==> config.mk <==
export PLATFORM = sky130hd
export DESIGN_NAME = mic_capture_ctrl
export DESIGN_NICKNAME = d
export VERILOG_FILES = /design/src/rtl/mic_capture_ctrl.sv
export SDC_FILE = /design/constraint.sdc
export NUM_CORES = 1
export LEC_CHECK = 0
export CORE_UTILIZATION = 51
export DETAILED_ROUTE_END_ITERATION = 7
export PLACE_DENSITY_LB_ADDON = 0.08
export SLEW_MARGIN = 40
export SYNTH_ARGS = -nofsm -noshare
export SYNTH_HDL_FRONTEND = slang
export SYNTH_SLANG_ARGS = --single-unit
==> constraint.sdc <==
create_clock -name clk -period 3 [get_ports clk]
set_clock_uncertainty 0.2 [all_clocks]
set_input_delay 0.9 -clock clk [delete_from_list [all_inputs] [get_ports clk]]
set_output_delay 0.9 -clock clk [all_outputs]
set_load 0.01 [all_outputs]
==> src/rtl/mic_capture_ctrl.sv <==
// mic_capture_ctrl
// ----------------
// Capture sequencer for an I2S MEMS microphone. On start it generates the
// bit clock (mclk) and word select (ws), throws away WARMUP_FRAMES complete
// frames, deserializes SAMPLE_BITS-wide words from the selected half-frame
// and writes NUM_SAMPLES of them to the sample RAM. Frame = 64 mclk periods,
// ws = slot[5], slot[4:0]==0 is the I2S delay bit, data MSB first in slots
// 1..SAMPLE_BITS.
//
// Ports
//   clk       in   system clock (only clock)
//   reset     in   synchronous, active-low reset
//   start     in   begin capture (sampled only in IDLE; wins over abort)
//   abort     in   cancel capture in WARMUP/CAPTURE, no Done
//   channel   in   0 = left (ws low), 1 = right (ws high), latched on start
//   Dataint   in   serial microphone data
//   mclk      out  microphone bit clock, half-period CLK_DIV clk cycles
//   ws        out  word select
//   mem_we    out  sample RAM write strobe
//   mem_addr  out  write address (held until the next start)
//   mem_data  out  sample, two's complement
//   busy      out  high in WARMUP/CAPTURE
//   Done      out  one-cycle pulse after the last write
//   state_o   out  current FSM state (debug)
//
// Handshake: the RAM write port has no backpressure. mem_we is a one-cycle
// strobe; mem_addr/mem_data are valid in exactly the cycle mem_we is high.
module mic_capture_ctrl #(
    parameter int CLK_DIV       = 4,
    parameter int SAMPLE_BITS   = 18,
    parameter int ADDR_W        = 10,
    parameter int NUM_SAMPLES   = 1024,
    parameter int WARMUP_FRAMES = 2
) (
    input  logic                   clk,
    input  logic                   reset,
    input  logic                   start,
    input  logic                   abort,
    input  logic                   channel,
    input  logic                   Dataint,
    output logic                   mclk,
    output logic                   ws,
    output logic                   mem_we,
    output logic [ADDR_W-1:0]      mem_addr,
    output logic [SAMPLE_BITS-1:0] mem_data,
    output logic                   busy,
    output logic                   Done,
    output logic [1:0]             state_o
);

    localparam int DIV_W  = (CLK_DIV > 1) ? $clog2(CLK_DIV) : 1;
    localparam int WARM_W = 16;

    localparam logic [DIV_W-1:0]  DIV_LAST  = DIV_W'(CLK_DIV - 1);
    localparam logic [DIV_W-1:0]  DIV_ONE   = DIV_W'(1);
    localparam logic [ADDR_W-1:0] IDX_LAST  = ADDR_W'(NUM_SAMPLES - 1);
    localparam logic [ADDR_W-1:0] IDX_ONE   = ADDR_W'(1);
    localparam logic [WARM_W-1:0] WARM_LAST = WARM_W'(WARMUP_FRAMES - 1);
    localparam logic [WARM_W-1:0] WARM_ONE  = WARM_W'(1);
    localparam logic [4:0]        SLOT_LAST = 5'(SAMPLE_BITS);

    typedef enum logic [1:0] {
        S_IDLE    = 2'd0,
        S_WARMUP  = 2'd1,
        S_CAPTURE = 2'd2,
        S_DONE    = 2'd3
    } state_t;

    state_t                 state_q, state_d;
    logic [DIV_W-1:0]       div_q, div_d;
    logic                   mclk_q, mclk_d;
    logic [5:0]             slot_q, slot_d;
    logic [WARM_W-1:0]      warm_q, warm_d;
    logic [SAMPLE_BITS-1:0] shift_q, shift_d;
    logic [ADDR_W-1:0]      idx_q, idx_d;
    logic                   last_q, last_d;
    logic                   chan_q, chan_d;
    logic                   we_q, we_d;
    logic [ADDR_W-1:0]      addr_q, addr_d;
    logic [SAMPLE_BITS-1:0] data_q, data_d;

    logic                   running;
    logic                   tick;
    logic                   rise;
    logic                   fall;
    logic                   data_slot;
    logic [SAMPLE_BITS-1:0] word_next;

    assign running   = (state_q == S_WARMUP) || (state_q == S_CAPTURE);
    assign tick      = (div_q == DIV_LAST);
    // rise/fall mark the clk cycle at whose end mclk toggles
    assign rise      = running && tick && !mclk_q;
    assign fall      = running && tick && mclk_q;
    assign data_slot = (slot_q[4:0] != 5'd0) && (slot_q[4:0] <= SLOT_LAST);
    // word as it will stand once the current Dataint bit is shifted in
    assign word_next = {shift_q[SAMPLE_BITS-2:0], Dataint};

    always_comb begin
        state_d = state_q;
        div_d   = div_q;
        mclk_d  = mclk_q;
        slot_d  = slot_q;
        warm_d  = warm_q;
        shift_d = shift_q;
        idx_d   = idx_q;
        last_d  = last_q;
        chan_d  = chan_q;
        we_d    = 1'b0;
        addr_d  = addr_q;
        data_d  = data_q;

        case (state_q)
            S_IDLE: begin
                div_d   = '0;
                mclk_d  = 1'b0;
                slot_d  = '0;
                warm_d  = '0;
                shift_d = '0;
                idx_d   = '0;
                if (start) begin
                    chan_d  = channel;
                    addr_d  = '0;
                    state_d = (WARMUP_FRAMES == 0) ? S_CAPTURE : S_WARMUP;
                end
            end

            S_WARMUP, S_CAPTURE: begin
                div_d = tick ? '0 : div_q + DIV_ONE;
                if (tick) begin
                    mclk_d = ~mclk_q;
                end
                if (fall) begin
                    slot_d = slot_q + 6'd1;
                end
                if (rise && data_slot) begin
                    shift_d = word_next;
                end

                if (state_q == S_WARMUP) begin
                    // slot counter keeps running across the switch to CAPTURE
                    if (fall && slot_q == 6'd63) begin
                        if (warm_q == WARM_LAST) begin
                            state_d = S_CAPTURE;
                        end else begin
                            warm_d = warm_q + WARM_ONE;
                        end
                    end
                end else begin
                    if (rise && slot_q[4:0] == SLOT_LAST && slot_q[5] == chan_q) begin
                        we_d   = 1'b1;
                        data_d = word_next;
                        addr_d = idx_q;
                        idx_d  = idx_q + IDX_ONE;
                        last_d = (idx_q == IDX_LAST);
                    end
                    if (we_q && last_q) begin
                        state_d = S_DONE;
                    end
                end

                // abort drops everything in flight, including a word
                // completing in this very cycle
                if (abort) begin
                    state_d = S_IDLE;
                    div_d   = '0;
                    mclk_d  = 1'b0;
                    slot_d  = '0;
                    shift_d = '0;
                    we_d    = 1'b0;
                    addr_d  = addr_q;
                    data_d  = data_q;
                    idx_d   = idx_q;
                end
            end

            S_DONE: begin
                div_d   = '0;
                mclk_d  = 1'b0;
                slot_d  = '0;
                state_d = S_IDLE;
            end

            default: begin
                state_d = S_IDLE;
            end
        endcase
    end

    always_ff @(posedge clk) begin
        if (!reset) begin
            state_q <= S_IDLE;
            div_q   <= '0;
            mclk_q  <= 1'b0;
            slot_q  <= '0;
            warm_q  <= '0;
            shift_q <= '0;
            idx_q   <= '0;
            last_q  <= 1'b0;
            chan_q  <= 1'b0;
            we_q    <= 1'b0;
            addr_q  <= '0;
            data_q  <= '0;
        end else begin
            state_q <= state_d;
            div_q   <= div_d;
            mclk_q  <= mclk_d;
            slot_q  <= slot_d;
            warm_q  <= warm_d;
            shift_q <= shift_d;
            idx_q   <= idx_d;
            last_q  <= last_d;
            chan_q  <= chan_d;
            we_q    <= we_d;
            addr_q  <= addr_d;
            data_q  <= data_d;
        end
    end

    // mclk/ws are gated so they read 0 in IDLE and DONE regardless of
    // where the divider stood when the capture ended
    assign mclk     = mclk_q && running;
    assign ws       = slot_q[5] && running;
    assign mem_we   = we_q;
    assign mem_addr = addr_q;
    assign mem_data = data_q;
    assign busy     = running;
    assign Done     = (state_q == S_DONE);
    assign state_o  = state_q;

endmodule
==> results of run 1 <==
## cell type report
cell class	count	area share (%)
multi-input cells	299	42.1
clock buffers	10	2.86
clock inverters	6	1.09
repair buffers	57	11.9
flip-flops and latches	85	38.3
well taps	96	2.69
inverters	12	1.01
## worst max-delay path, stage by stage, from the launching register on
cell and delay (ns):
dfxtp_4 0.37, inv_1 0.08, ha_4 0.30, and2_1 0.15
clkdlybuf4s50_1 0.55
## placed cells by master (no fill, tap or decap), types with 3 or more instances in the layout
cell,synthesis,layout
clkbuf_8,0,9
o32ai_1,4,4
nor3_1,6,6
a31oi_1,4,4
o21a_1,4,4
nand3_1,16,16
a21oi_1,39,39
xnor2_1,6,6
nand2_1,71,71
dfxtp_1,85,83
and2_1,3,3
clkdlybuf4s50_1,0,39
a22o_1,27,27
or3_1,7,7
buf_4,1,17
ha_1,11,10
o21ai_0,12,12
nor3b_1,4,4
and3_1,5,5
nand4_1,5,5
inv_1,10,10
nor4_1,5,5
nor2_1,24,24
## synth_stat cells, drive strengths merged, types with 4 or more instances
| cell type | n |
|---|---|
| o21ai | 12 |
| nand4 | 6 |
| nor3 | 6 |
| and2 | 4 |
| a21oi | 39 |
| nand2 | 71 |
| xnor2 | 6 |
| nand3 | 16 |
| o21a | 4 |
| clkbuf | 15 |
| nor4 | 7 |
| o32ai | 5 |
| inv | 11 |
| ha | 11 |
| a31oi | 5 |
| a22o | 27 |
| or3 | 7 |
| nor2 | 24 |
| and3 | 5 |
| nor3b | 5 |
| buf | 5 |
| dfxtp | 85 |
## layer usage
metal	vias up	track usage, %	part of all wire (%)
li1	1598	-	-
met5	-	0	0
met1	1523	32.1	49
met2	53	36.9	46
met4	0	9.09	1.0
met3	8	4.55	3.2
## flip-flops by register name (all words and copies together), names as in the netlist
signal    flops
chan_q        1
div_q         2
idx_q        10
last_q        1
mclk_q        1
mem_addr     10
mem_data     18
mem_we        1
shift_q      17
slot_q        6
state_o       2
warm_q       16
## worst max path at each step
stage               cells past startpoint                  endpoint  slack, ns               startpoint
CTS                                     5                        ws       0.05  state_o[0]$_SDFFE_PN0P_
detailed placement                      6     idx_q[9]$_SDFFE_PN0P_       0.02                    abort
global route                            4                      mclk      0.007  state_o[1]$_SDFFE_PN0P_
global placement                        5  shift_q[13]$_SDFFE_PN0P_       0.02                    abort
floorplan                               8     idx_q[9]$_SDFFE_PN0P_       0.41  state_o[0]$_SDFFE_PN0P_
finish                                  4                      mclk       0.09  state_o[1]$_SDFFE_PN0P_
## cells by family after synthesis
group                      after synthesis
AOI/OAI and AO/OA                      108
xor gates and xnor gates                 8
adders and majority gates               11
buffers and inverters                   32
DFF                                     85
muxes                                    3
and+or+nand+nor                        169
## stage by stage
stage	cell area, sq um	cells	hold WS (ns)
2_1_floorplan	3680	416	0.196
3_3_place_gp	4250	549	0.207
3_5_place_dp	4260	549	0.213
4_1_cts	4450	565	0.225
5_1_grt	4460	565	0.259
6_report	4460	565	0.221
## power by group
part	leakage [nW]	internal, W	switching [W]
Clock	0.0844	0.000308	0.000426
Combinational	0.778	0.000219	0.000343
Sequential	0.686	0.00114	0.0000121
## timing repair
action / in CTS / in global routing
cloned: 0 / 0
endpoints found under the setup margin: 2 / 2
resized for setup: 3 / 3
==> metrics, run 1 <==
# nets final 481; Core Area 6870 sq um; Rel. slew slack 52.5%; area of the mapped netlist 3680 sq um; outcome finished, final reports clean; Tcrit/Tclk final a little over nine tenths; clock sinks 85; row count 30; Syn Inst Count approximately 420; XOR/XNOR Fraction of Synth Area about 1.9%; crit path time final about 2.9 ns; Unique masters post-synth a little over 60; cell taking the most area after synthesis dfxtp_1; CTS tree built; share of post-route cells with drive strength above 1 between 10% and 20%; first-pass GRT wire length 13800 um; ys async rst share 0%; full die area about 7600 sq um; I/O Pins approximately 40; predominant post-synthesis flop cell dfxtp_1; startpoint types flop; worst-path maximum fanout 5; Die Ht 86.9 um; Avg WL per Cell about 15 um; Yosys Warn Count 0; Max Slew Vio Count 0; setup violators final 0; post-synthesis adder-cell area fraction approximately 3.7%; initial antenna violation count 0; H-tree levels 3; hold crit path type flop to flop; Post-Syn Nets around 430; DRC viols 0; post-synthesis mux area share less than 1%; Max Cap Viol 0; DPL Wire Length roughly 5700 um; area taken by flip-flops and latches between 1500 and 2000 sq um; Via density 5.63; CTS Hold Buffers Added 0; Synth Area per Inst 8.84 sq um; leak pwr between 1.5 and 2 nW; fillers around 600; CTS buffer count 9; Min-Delay Path Depth 1; antenna viol nets, final 0; Hold Crit Endpoint div_q[0]$_SDFF_PP0_; deepest clock path buffer count 2; Placer Congestion approximately 0.84; largest cells by area after synthesis dfxtp_1 (46%), nand2_1 (7.2%), a22o_1 (6.4%); global-route usage over all layers 23.6%; gr ovfl total 0; Worst VDD drop between 0.3 and 0.4 mV; WS Path Type flop to output port; Starting Density between 50% and 60%; post-synthesis sequential area ratio 46.3%; flop2flop setup slack 0.48 ns; pre-CTS WS approximately 0.022 ns; setup TNS 0 ns; fmax 0.344 GHz; setup ws final 0.0900 ns; total power ~0.0024 W; compound-gate portion of the synthesized area around a fifth; vias in the first global route approximately 2900; EDFF count, synth 0; Worst Setup End Kind output port; final core utilization 64.9%; vias 3182; die width between 80 and 90 um; Simple-Gate Fraction of Synth Area 23.5%; multi-input logic area between 1500 and 2000 sq um; Worst Path Arrival approximately 1.8 ns; worst path required time 1.90 ns; final wirelength 8230 um; reg2reg path depth 8; R2R Path End idx_q[9]$_SDFFE_PN0P_; Fin. Hold Viols 0; antenna cells 0; largest family of logic cells by synthesized area simple AND/OR/NAND/NOR gates; Root Buffer clkbuf_8; cell area power density around 550 nW/um^2; Post-CTS Setup Bufs 0; largest net degree at the start of global routing 36; clock slew at the register clock pins of the worst setup and hold paths 0.08 ns; HP Start div_q[0]$_SDFF_PP0_; Area Overhead vs Synth 21.2%; worst r2r src state_o[0]$_SDFFE_PN0P_; clk_lat worst skew ~0.36 ns; Detailed Route Iter0 Violations approximately 180; TritonRoute pass-1 iters 4; Synth Register Bits between 80 and 90; post-synth top area share between 40% and 50%; port buffer count 40; RSZ-0062 raised after global routing false; Worst Tran Pin Value between 0.7 and 0.8 ns
No activity file was read; power rests on OpenSTA's default activity.
==> run 2: changes to the inputs <==
ABC_AREA = 1   (was default)
SLEW_MARGIN = 0   (was 40)
==> run 2 against run 1 <==
  * Worst setup slack improved by 0.0069 ns
  * Synthesized cell count rose by 42%
  * Power rose by 56%
  * Largest power group is now combinational cells
  * Flip-flop and latch count did not move
  * Cell count rose by 32%
  * First-iteration DRC count fell by 32%
  * Critical endpoint is now ws
  * Critical path depth rose by 1
  * Count of clock-buffer cells in the layout did not move
  * Die area rose by 14%
  * Cell area rose by 11%
==> metrics, run 2 <==
TritonRoute pass-1 iters 5; clock slew at the register clock pins of the worst setup and hold paths ~0.09 ns; family with the most delay on the worst path buffers and inverters; DPL Wire Length ~6700 um; cell area power density 770 nW/um^2; fillers 725; leak pwr about 2 nW; cell taking the most area after synthesis dfxtp_1; commonest non-fill, non-tap cells in the layout nand2_1 (144), dfxtp_1 (83), nor2_1 (82); Net Sw Frac about two fifths; fmax about 0.34 GHz; Fin. Hold Viols 0; vias in the first global route 3492; multi-input logic area around 2100 sq um; Synth Area per Inst between 7 and 8 sq um; deepest clock path buffer count 2; hold crit path type flop to flop; RSZ-0062 raised after global routing false; sum of routed wire segments on met1 about 4500 um; area of the mapped netlist approximately 4200 sq um; vias 3797; Crit path largest cell delay 0.53 ns; predominant post-synthesis flop cell dfxtp_1; worst-path maximum fanout 7; setup TNS 0 ns; Int Power 0.00224 W; Avg WL per Cell 12.4 um; largest net degree at the start of global routing 36; Commonest cells post-synth nand2_1 (144), dfxtp_1 (85), nor2_1 (82), inv_1 (76), nand3_1 (43); global-route usage over all layers a little under a quarter; initial antenna violation count 0; WS Path Type flop to output port; Worst Path Arrival between 1.5 and 2 ns; Core Area a little under 8000 sq um; Layout Cells excl Fill ~750; antenna viol nets, final 0; Crit-path slowest cell clkdlybuf4s50_1; area taken by flip-flops and latches ~1700 sq um; wire length on met2 about 4200 um; Root Buffer clkbuf_8; combinational power share 42.2%; Worst Setup End Kind output port; switching power summed over all nets 0.00158 W; first-pass GRT wire length approximately 16000 um; largest cells by area after synthesis dfxtp_1 (41%), nand2_1 (13%), nor2_1 (7.3%); total power approximately 0.0038 W; full die area around 8600 sq um; Unique masters post-synth 32; I/O Pins about 40; ys async rst share 0%; Clk pwr share 22.0%; Syn Inst Count just under 600; final hold slack ~0.24 ns; Via density about 5.1; Max Slew Vio Count 0; Top Layer Used met4; metal3 WL ~340 um; outcome finished, final reports clean; gr ovfl total 0; Placer Congestion roughly 0.9; antenna cells 0; post-synthesis sequential area ratio 40.6%; CTS tree built; setup violators final 0; worst path required time about 1.9 ns; share of post-route cells with drive strength above 1 a little under 10%; CTS Hold Buffers Added 0; worst-path cell chain inv_1 > ha_4 > nand2_1 > inv_1 > clkdlybuf4s50_1; Yosys Warn Count 0; most frequent cell after synthesis nand2_1; H-tree levels 3; Detailed Route Iter0 Violations 120; Area Overhead vs Synth 18.7%; port buffer count 40; Worst Tran Pin Value approximately 0.37 ns; crit path time final slightly below 3 ns; sequential power share ~36%; max FFs per register 18; most common cell after layout, fill and taps aside nand2_1; clock sinks 85; most used cell, CP inv_1; post-synth top area share roughly 41%; Max Cap Viol 0; flop2flop setup slack around 0.5 ns; startpoint types flop; Starting Density between 50% and 60%; clk_lat worst skew between 0.3 and 0.4 ns; placed cells a little over 700; final wirelength 9270 um; Post-Syn Nets 606; die width around 93 um; row count 32; # nets final 655; CTS buffer count 9; Worst Path Buf+Inv 3; Synth Register Bits 85; EDFF count, synth 0; Die Ht 92.6 um; Worst VDD drop roughly 0.36 mV; Tcrit/Tclk final just under 100%; Rel. slew slack approximately three quarters; DRC viols 0
## run 2: final cells by class
type                    instances  share of cell area (%)
multi-input cells             407                    42.1
flip-flops and latches         85                    34.3
repair buffers                 57                    10.9
inverters                      78                    5.89
clock buffers                  10                    2.77
well taps                     102                    2.57
clock inverters                 6                    1.43
## run 2: path summary, 6_finish.rpt
path,start,end,cells after the start
worst max-delay path,state_o[0]$_SDFFE_PN0P_,ws,5
worst min register to register,div_q[0]$_SDFF_PP0_,div_q[0]$_SDFF_PP0_,1
worst min-delay path,div_q[0]$_SDFF_PP0_,div_q[0]$_SDFF_PP0_,1
worst max register to register,state_o[0]$_SDFFE_PN0P_,mem_addr[9]$_SDFFE_PN0P_,10
## run 2: cell families after synthesis
group | count (synthesis) | synth area share (%)
adder cells (fa/ha/maj) | 11 | 3.29
flip-flops | 85 | 40.6
AO/OA/AOI/OAI | 95 | 15.1
buffers and inverters | 97 | 9.68
AND/OR/NAND/NOR | 300 | 31.1
XOR/XNOR | 1 | 0.209
## run 2: what timing repair did
item                       in CTS  in global routing
pin swaps                       0                  1
setup buffers                   0                  2
cloned                          0                  0
gates resized for setup         4                  1
setup endpoints to repair       3                  1
## run 2: routing by layer
metal  vias up  global-route usage (%)
met1      1725                    29.0
met5         -                       0
met4         0                    10.5
li1       1997                       -
met3        17                    4.35
met2        58                    37.6
## run 2: power by group through the flow
stage / Clock, W / Sequential, W / Combinational (W)
2_1_floorplan: 0 / 0.00139 / 0.00109
3_3_place_gp: 0 / 0.00139 / 0.00152
3_5_place_dp: 0 / 0.00139 / 0.00154
4_1_cts: 0.000858 / 0.00137 / 0.00158
5_1_grt: 0.000907 / 0.00139 / 0.00180
6_report: 0.000843 / 0.00137 / 0.00161
## run 2: stage by stage
| stage | setup WS [ns] | utilization, % | cell area [sq um] |
|---|---|---|---|
| 3_5_place_dp | 0.226 | 60.3 | 4730 |
| 4_1_cts | 0.0331 | 63.1 | 4950 |
| 2_1_floorplan | 0.656 | - | 4190 |
| 3_3_place_gp | 0.278 | 60.3 | 4730 |
| 5_1_grt | 0.0298 | 63.3 | 4970 |
| 6_report | 0.0969 | 63.3 | 4970 |
## run 2: worst register-to-register path, cell delays in order (launching register included)
cell     delay [ns]
dfxtp_2        0.36
inv_1          0.10
ha_4           0.33
buf_4          0.13
inv_2          0.08
nor3_4         0.30
nand3_4        0.20
nand2_2        0.16
nand3_2        0.23
o21ai_0        0.24
nor2_1         0.06
